File: src/rtl/data_mem_ctrl_pkg.sv
// rtl/data_mem_ctrl_pkg.sv - shared types and encodings for the data-memory access controller
package data_mem_ctrl_pkg;

  typedef enum logic [1:0] {
    S_IDLE = 2'd0,
    S_REQ  = 2'd1,
    S_WAIT = 2'd2,
    S_DONE = 2'd3
  } state_t;

  localparam logic [2:0] MR_WORD  = 3'b111;
  localparam logic [2:0] MR_BYTE  = 3'b000;
  localparam logic [2:0] MR_BYTEU = 3'b100;

  localparam logic [3:0] BE_WORD = 4'b1111;
  localparam logic [3:0] BE_BYTE = 4'b0001;

endpackage

File: src/rtl/load_align.sv
// rtl/load_align.sv - byte-lane select and sign/zero extension of load data
import data_mem_ctrl_pkg::*;

module load_align #(
  parameter int DATA_WIDTH = 32
) (
  input  logic [DATA_WIDTH-1:0] rdata,
  input  logic [1:0]            offset,
  input  logic [2:0]            size,
  output logic [DATA_WIDTH-1:0] data
);

  logic [7:0] lane;

  always_comb begin
    lane = rdata[{offset, 3'b000} +: 8];
    // Anything other than the two byte codes is a word load.
    if (size == MR_BYTE)
      data = {{(DATA_WIDTH-8){lane[7]}}, lane};
    else if (size == MR_BYTEU)
      data = {{(DATA_WIDTH-8){1'b0}}, lane};
    else
      data = rdata;
  end

endmodule

File: src/rtl/data_mem_ctrl.sv
// rtl/data_mem_ctrl.sv - multi-cycle data-memory access controller; optional misaligned-word trap via DATA_MEM_CTRL_MISALIGN_TRAP_EN
import data_mem_ctrl_pkg::*;

module data_mem_ctrl #(
  parameter int DATA_WIDTH     = 32,
  parameter int TIMEOUT_CYCLES = 255
) (
  input  logic                  clk,
  input  logic                  rst,
  input  logic [3:0]            MemWrite,
  input  logic [2:0]            MemRead,
  input  logic                  LoadEn,
  input  logic [DATA_WIDTH-1:0] Addr,
  input  logic [DATA_WIDTH-1:0] WriteData,
  output logic                  Stall,
  output logic                  Done,
  output logic [DATA_WIDTH-1:0] ReadData,
  output logic                  Fault,
  output logic                  mem_req,
  output logic                  mem_we,
  output logic [3:0]            mem_be,
  output logic [DATA_WIDTH-1:0] mem_addr,
  output logic [DATA_WIDTH-1:0] mem_wdata,
  input  logic                  mem_ready,
  input  logic                  mem_rvalid,
  input  logic [DATA_WIDTH-1:0] mem_rdata
);

  localparam logic [7:0] CNT_LAST = 8'(TIMEOUT_CYCLES - 1);

  state_t                state;
  logic                  is_store;
  logic [1:0]            off_q;
  logic [2:0]            size_q;
  logic [7:0]            cnt;
  logic                  store_req;
  logic                  access;
  logic                  byte_acc;
  logic [DATA_WIDTH-1:0] load_data;

  assign store_req = (MemWrite != 4'b0000);
  assign access    = store_req | LoadEn;
  // A store takes precedence over a simultaneous load.
  assign byte_acc  = store_req ? (MemWrite == BE_BYTE)
                               : (MemRead == MR_BYTE || MemRead == MR_BYTEU);

  assign Stall = !rst && ((state == S_IDLE && access) || state == S_REQ || state == S_WAIT);

  load_align #(.DATA_WIDTH(DATA_WIDTH)) u_load_align (
    .rdata  (mem_rdata),
    .offset (off_q),
    .size   (size_q),
    .data   (load_data)
  );

  always_ff @(posedge clk) begin
    if (rst) begin
      state     <= S_IDLE;
      is_store  <= 1'b0;
      off_q     <= 2'b00;
      size_q    <= 3'b000;
      cnt       <= 8'd0;
      Done      <= 1'b0;
      Fault     <= 1'b0;
      ReadData  <= '0;
      mem_req   <= 1'b0;
      mem_we    <= 1'b0;
      mem_be    <= 4'b0000;
      mem_addr  <= '0;
      mem_wdata <= '0;
    end else begin
      Done     <= 1'b0;
      Fault    <= 1'b0;
      ReadData <= '0;
      case (state)
        S_IDLE: if (access) begin
          off_q    <= Addr[1:0];
          size_q   <= MemRead;
          is_store <= store_req;
`ifdef DATA_MEM_CTRL_MISALIGN_TRAP_EN
          if (!byte_acc && Addr[1:0] != 2'b00) begin
            state <= S_DONE;
            Done  <= 1'b1;
            Fault <= 1'b1;
          end else begin
`else
          begin
`endif
            state    <= S_REQ;
            mem_req  <= 1'b1;
            mem_we   <= store_req;
            mem_addr <= {Addr[DATA_WIDTH-1:2], 2'b00};
            mem_be   <= byte_acc ? (BE_BYTE << Addr[1:0]) : BE_WORD;
            if (!store_req)
              mem_wdata <= '0;
            else if (byte_acc)
              mem_wdata <= {(DATA_WIDTH/8){WriteData[7:0]}};
            else
              mem_wdata <= WriteData;
          end
        end
        S_REQ: if (mem_ready) begin
          mem_req <= 1'b0;
          if (is_store) begin
            state <= S_DONE;
            Done  <= 1'b1;
          end else begin
            state <= S_WAIT;
            cnt   <= 8'd0;
          end
        end
        S_WAIT: begin
          if (mem_rvalid) begin
            state    <= S_DONE;
            Done     <= 1'b1;
            ReadData <= load_data;
          end else if (cnt == CNT_LAST) begin
            state <= S_DONE;
            Done  <= 1'b1;
            Fault <= 1'b1;
          end else begin
            cnt <= cnt + 8'd1;
          end
        end
        default: state <= S_IDLE;
      endcase
    end
  end

endmodule

File: config.mk
export PLATFORM = sky130hd
export DESIGN_NAME = data_mem_ctrl
export DESIGN_NICKNAME = d
export VERILOG_FILES = /design/src/rtl/data_mem_ctrl_pkg.sv /design/src/rtl/load_align.sv /design/src/rtl/data_mem_ctrl.sv
export SDC_FILE = /design/constraint.sdc
export NUM_CORES = 1
export LEC_CHECK = 0
export BUFFER_PORTS_ARGS = -buffer_cell sky130_fd_sc_hd__buf_4
export CORE_ASPECT_RATIO = 0.9
export CORE_MARGIN = 10
export CORE_UTILIZATION = 47
export DETAILED_ROUTE_END_ITERATION = 8
export PLACE_DENSITY = 0.89
export SLEW_MARGIN = 15
export SYNTH_ARGS = -nofsm -noshare
export SYNTH_HDL_FRONTEND = slang
export SYNTH_SLANG_ARGS = --single-unit
File: constraint.sdc
create_clock -name clk -period 2.3 [get_ports clk]
set_input_delay 0.23 -clock clk [delete_from_list [all_inputs] [get_ports clk]]
set_output_delay 0.23 -clock clk [all_outputs]
set_load 0.05 [all_outputs]
==> results.md <==
## Setup path
* primary input — startpoint kind of the worst setup timing path
* 4 — Crit path buffers/inverters
* register — Critical Path End Type
* sky130_fd_sc_hd__dlygate4sd3_1 — crit path max-delay cell type
* 0.60 ns — Max stage delay on crit path
* 2.45 ns — Arr. time, crit path
* buffers and inverters — delay-heaviest family, CP
* primary input to register — type of the worst setup path
* dlygate4sd3_1, buf_4, nor2_1, o21ai_4, buf_4, mux2i_1, dlygate4sd3_1, o2bb2ai_1 — crit path cell chain
* 2.68 ns — CP required
* 28 — peak fanout along the critical path

## GRT
* 0.4222 — met2 Usage GRT
* 0 — number of antenna violations at the first check in global routing
* 0 — Overflow after GRT
* 5535 — vias in the first global route
* 0.2607 — fraction of met1 tracks used by global routing
* 29.32 mm — wire length of the first global-routing pass
* 43 — largest net degree at the start of global routing
* 0.1054 — met3 Resource Use GR
* met2 — GRT busiest layer
* 0.2489 — GRT Total Usage

## Yosys
* 0 — count of flip-flops with a built-in enable after synthesis
* 0.1960 — compound-cell area share of the yosys netlist
* compound AO/OA/AOI/OAI gates — main combinational cell family by area after synthesis
* sky130_fd_sc_hd__dfxtp_1 — library cell occupying the most area in the post-synthesis netlist
* 117 — synthesis-stage register bit count
* 8.998 µm² — Syn Area/Cell
* 0 — xor/xnor cell area share of the yosys netlist
* 523 — Cells after Synth
* 0.1569 — synthesized-area fraction occupied by and/or/nand/nor cells
* 0 — share of synthesized flip-flops with an asynchronous set or reset
* 0.4977 — sequential element share of the synthesized area
* 0.07525 — fraction of synthesized area in multiplexers
* sky130_fd_sc_hd__dfxtp_1 50%, sky130_fd_sc_hd__nand2_1 8.7%, sky130_fd_sc_hd__a21oi_1 7.8%, sky130_fd_sc_hd__mux2i_1 6.8%, sky130_fd_sc_hd__o2bb2ai_1 4.5% — dominant cells by area after synthesis
* 4706 µm² — Synth Cell Area
* sky130_fd_sc_hd__dfxtp_1 — Post-synth top flop
* 0.01595 — adder and majority gate portion of the synthesized area
* 0 — count of warnings emitted by yosys
* 0.4977 — fraction of post-synthesis cell area in the top cell type by area
* 45 — Unique masters post-synth

## Floorplanning
* 14420 µm² — floorplan die area
* 9742 µm² — core region area
* 34 — row count
* 213 — count of pins on the block boundary
* 0.4830 — Initial Util
* 114.9 µm — overall die height
* 125.5 µm — Die X-Extent

## STA
* no — RSZ-0062 raised after global routing
* 0.009588 ns — Max Clock Skew
* 0.01387 ns — final-layout worst hold slack
* 0 — final number of max-transition violations
* 2.073 ns — shortest clock period the worst path allows after layout
* 0 ns — setup_tns
* 0.9011 — post-route clock period utilization
* 0.4825 GHz — peak clock frequency supported by timing
* 0.5902 ns — actual transition at the worst max-transition pin
* 0 — final setup violation count
* 0 — final count of hold timing violations
* 0.6051 — slew margin rel.

## Pwr
* 1182 nW/µm² — ratio of total power to cell area
* 0.003568 µW — Pleak
* 0.8711 mV — VDD IR-drop max

## Drt
* 19.85 µm — average detailed-routed wire length per instance
* 0 — number of antenna-violating nets in the routed design
* 5.475 — vias per cell
* 492 — 1st-iter DRT viols
* 0 — number of DRC violations after detailed routing
* 6 — DR pass1 iterations
* 18.84 mm — total routed wirelength
* 5196 — count of vias placed by the detailed router

## Placed design
* 0.8858 — final weighted congestion of routability-driven global placement
* 210 — input/output buffers
* 834 — Inst Count DP
* 11.92 mm — DP HPWL

## CTS
* 0.50 ns — insertion delay of the later-clocked pin in the worst-skew pair
* 117 — number of clock sinks seen by CTS
* sky130_fd_sc_hd__clkbuf_8 — root buffer cell
* 0.06 ns — register clock-pin slew on the reported worst setup and hold paths
* 4 — number of levels the H-tree was split into
* 0 — post-CTS repair timing setup buffer count
* 17 — cts bufs inserted
* 2 — deepest clock path buffer count
* 82 — Post-CTS Hold Fix Bufs
* built — CTS tree
* 0 — post-cts sizing count

## Finish
* 549 — number of fillers in the final layout
* sky130_fd_sc_hd__buf_4 — most frequent standard cell in the layout excluding fill and tap cells
* 949 — count of non-filler cells in the finished layout
* 64.32% — Synth-to-Final Area Change
* 0.3175 — share of final-layout standard cells stronger than drive strength 1
* 220 x sky130_fd_sc_hd__buf_4, 117 x sky130_fd_sc_hd__dfxtp_1, 109 x sky130_fd_sc_hd__nand2_1 — commonest cells after routing, fill and taps aside
* 923 — count of nets after finishing

## Worst hold path
* primary input to register — class of the tightest hold or removal check

## Job
* 0 — number of max-cap violations

## Run status
* completed — outcome

state kept, by name, indices dropped and copies added (netlist names):
name and count:
ReadData 32, mem_wdata 32, mem_addr 30, cnt 8, mem_be 4, size_q 3, off_q 2, state 2
Done 1, Fault 1, is_store 1, mem_req 1
cell families after synthesis:
logic type	after synthesis
flip-flops	117
buffers and inverters	47
multiplexers	34
AO/OA/AOI/OAI	150
other	1
AND/OR/NAND/NOR	168
adder cells (fa/ha/maj)	6
cell usage after synthesis, types with 2 or more instances:
cell	number
sky130_fd_sc_hd__inv_1	10
sky130_fd_sc_hd__buf_4	6
sky130_fd_sc_hd__nand2_1	109
sky130_fd_sc_hd__o21ai_0	20
sky130_fd_sc_hd__mux2i_1	32
sky130_fd_sc_hd__nand3_1	4
sky130_fd_sc_hd__nand2b_1	8
sky130_fd_sc_hd__a22oi_1	9
sky130_fd_sc_hd__nor3_1	5
sky130_fd_sc_hd__ha_1	6
sky130_fd_sc_hd__a211oi_1	6
sky130_fd_sc_hd__nand4_1	3
sky130_fd_sc_hd__and3_1	2
sky130_fd_sc_hd__dfxtp_1	117
sky130_fd_sc_hd__a31oi_1	8
sky130_fd_sc_hd__and2_1	2
sky130_fd_sc_hd__o2bb2ai_1	24
sky130_fd_sc_hd__buf_2	3
sky130_fd_sc_hd__buf_6	9
sky130_fd_sc_hd__nor2_1	24
sky130_fd_sc_hd__nor2b_1	3
sky130_fd_sc_hd__clkbuf_1	18
sky130_fd_sc_hd__a21oi_1	73
through the flow:
step	util	total power, µW	cell area [µm²]	setup WS, ns
global placement	0.6498	6248	6330	0.4214
detailed placement	0.6498	6354	6330	0.3845
finish	0.7937	9137	7732	0.2275
floorplan	-	5324	4710	0.3312
CTS	0.7935	9080	7730	0.2839
global route	0.7935	9533	7730	0.1772
final timing paths:
check | from | endpoint | slack [ns] | cells past startpoint
setup reg to reg | state[0] | mem_addr[8] | 0.35 | 6
setup / recovery | MemRead[0] | mem_wdata[26] | 0.23 | 8
hold reg to reg | mem_wdata[11] | mem_wdata[11] | 0.46 | 1
hold / removal | WriteData[30] | mem_wdata[30] | 0.01 | 3
metal layers:
layer / up-vias / wire length, µm
met5: - / 0
met1: 2421 / 6921
met2: 309 / 9092
met3: 71 / 2024
li1: 2395 / -
met4: 0 / 803
final cells by class:
type | count | area (µm²) | area share
antenna | 1 | 2.502 | 0.0003236
clock buffer | 19 | 421.7 | 0.05453
clock inverter | 13 | 157.7 | 0.02039
inverter | 10 | 37.54 | 0.004854
multi-input combinational | 360 | 2121 | 0.2743
sequential | 117 | 2342 | 0.3029
tap | 126 | 157.7 | 0.02039
timing repair buffer | 303 | 2492 | 0.3223
worst min-delay path, delay by kind of cell:
| family | cells | cell delay, ns |
|---|---|---|
| compound gates | 1 | 0.12 |
| buf+inv | 1 | 0.07 |
| mux | 1 | 0.06 |
report_power, final:
part / internal, µW / switching (µW) / leakage (µW)
Combinational: 1210 / 2660 / 0.00232
Sequential: 2420 / 252 / 0.000959
Clock: 1650 / 949 / 0.000286
Total: 5270 / 3860 / 0.00357
Power figures use the tool's default switching activity.
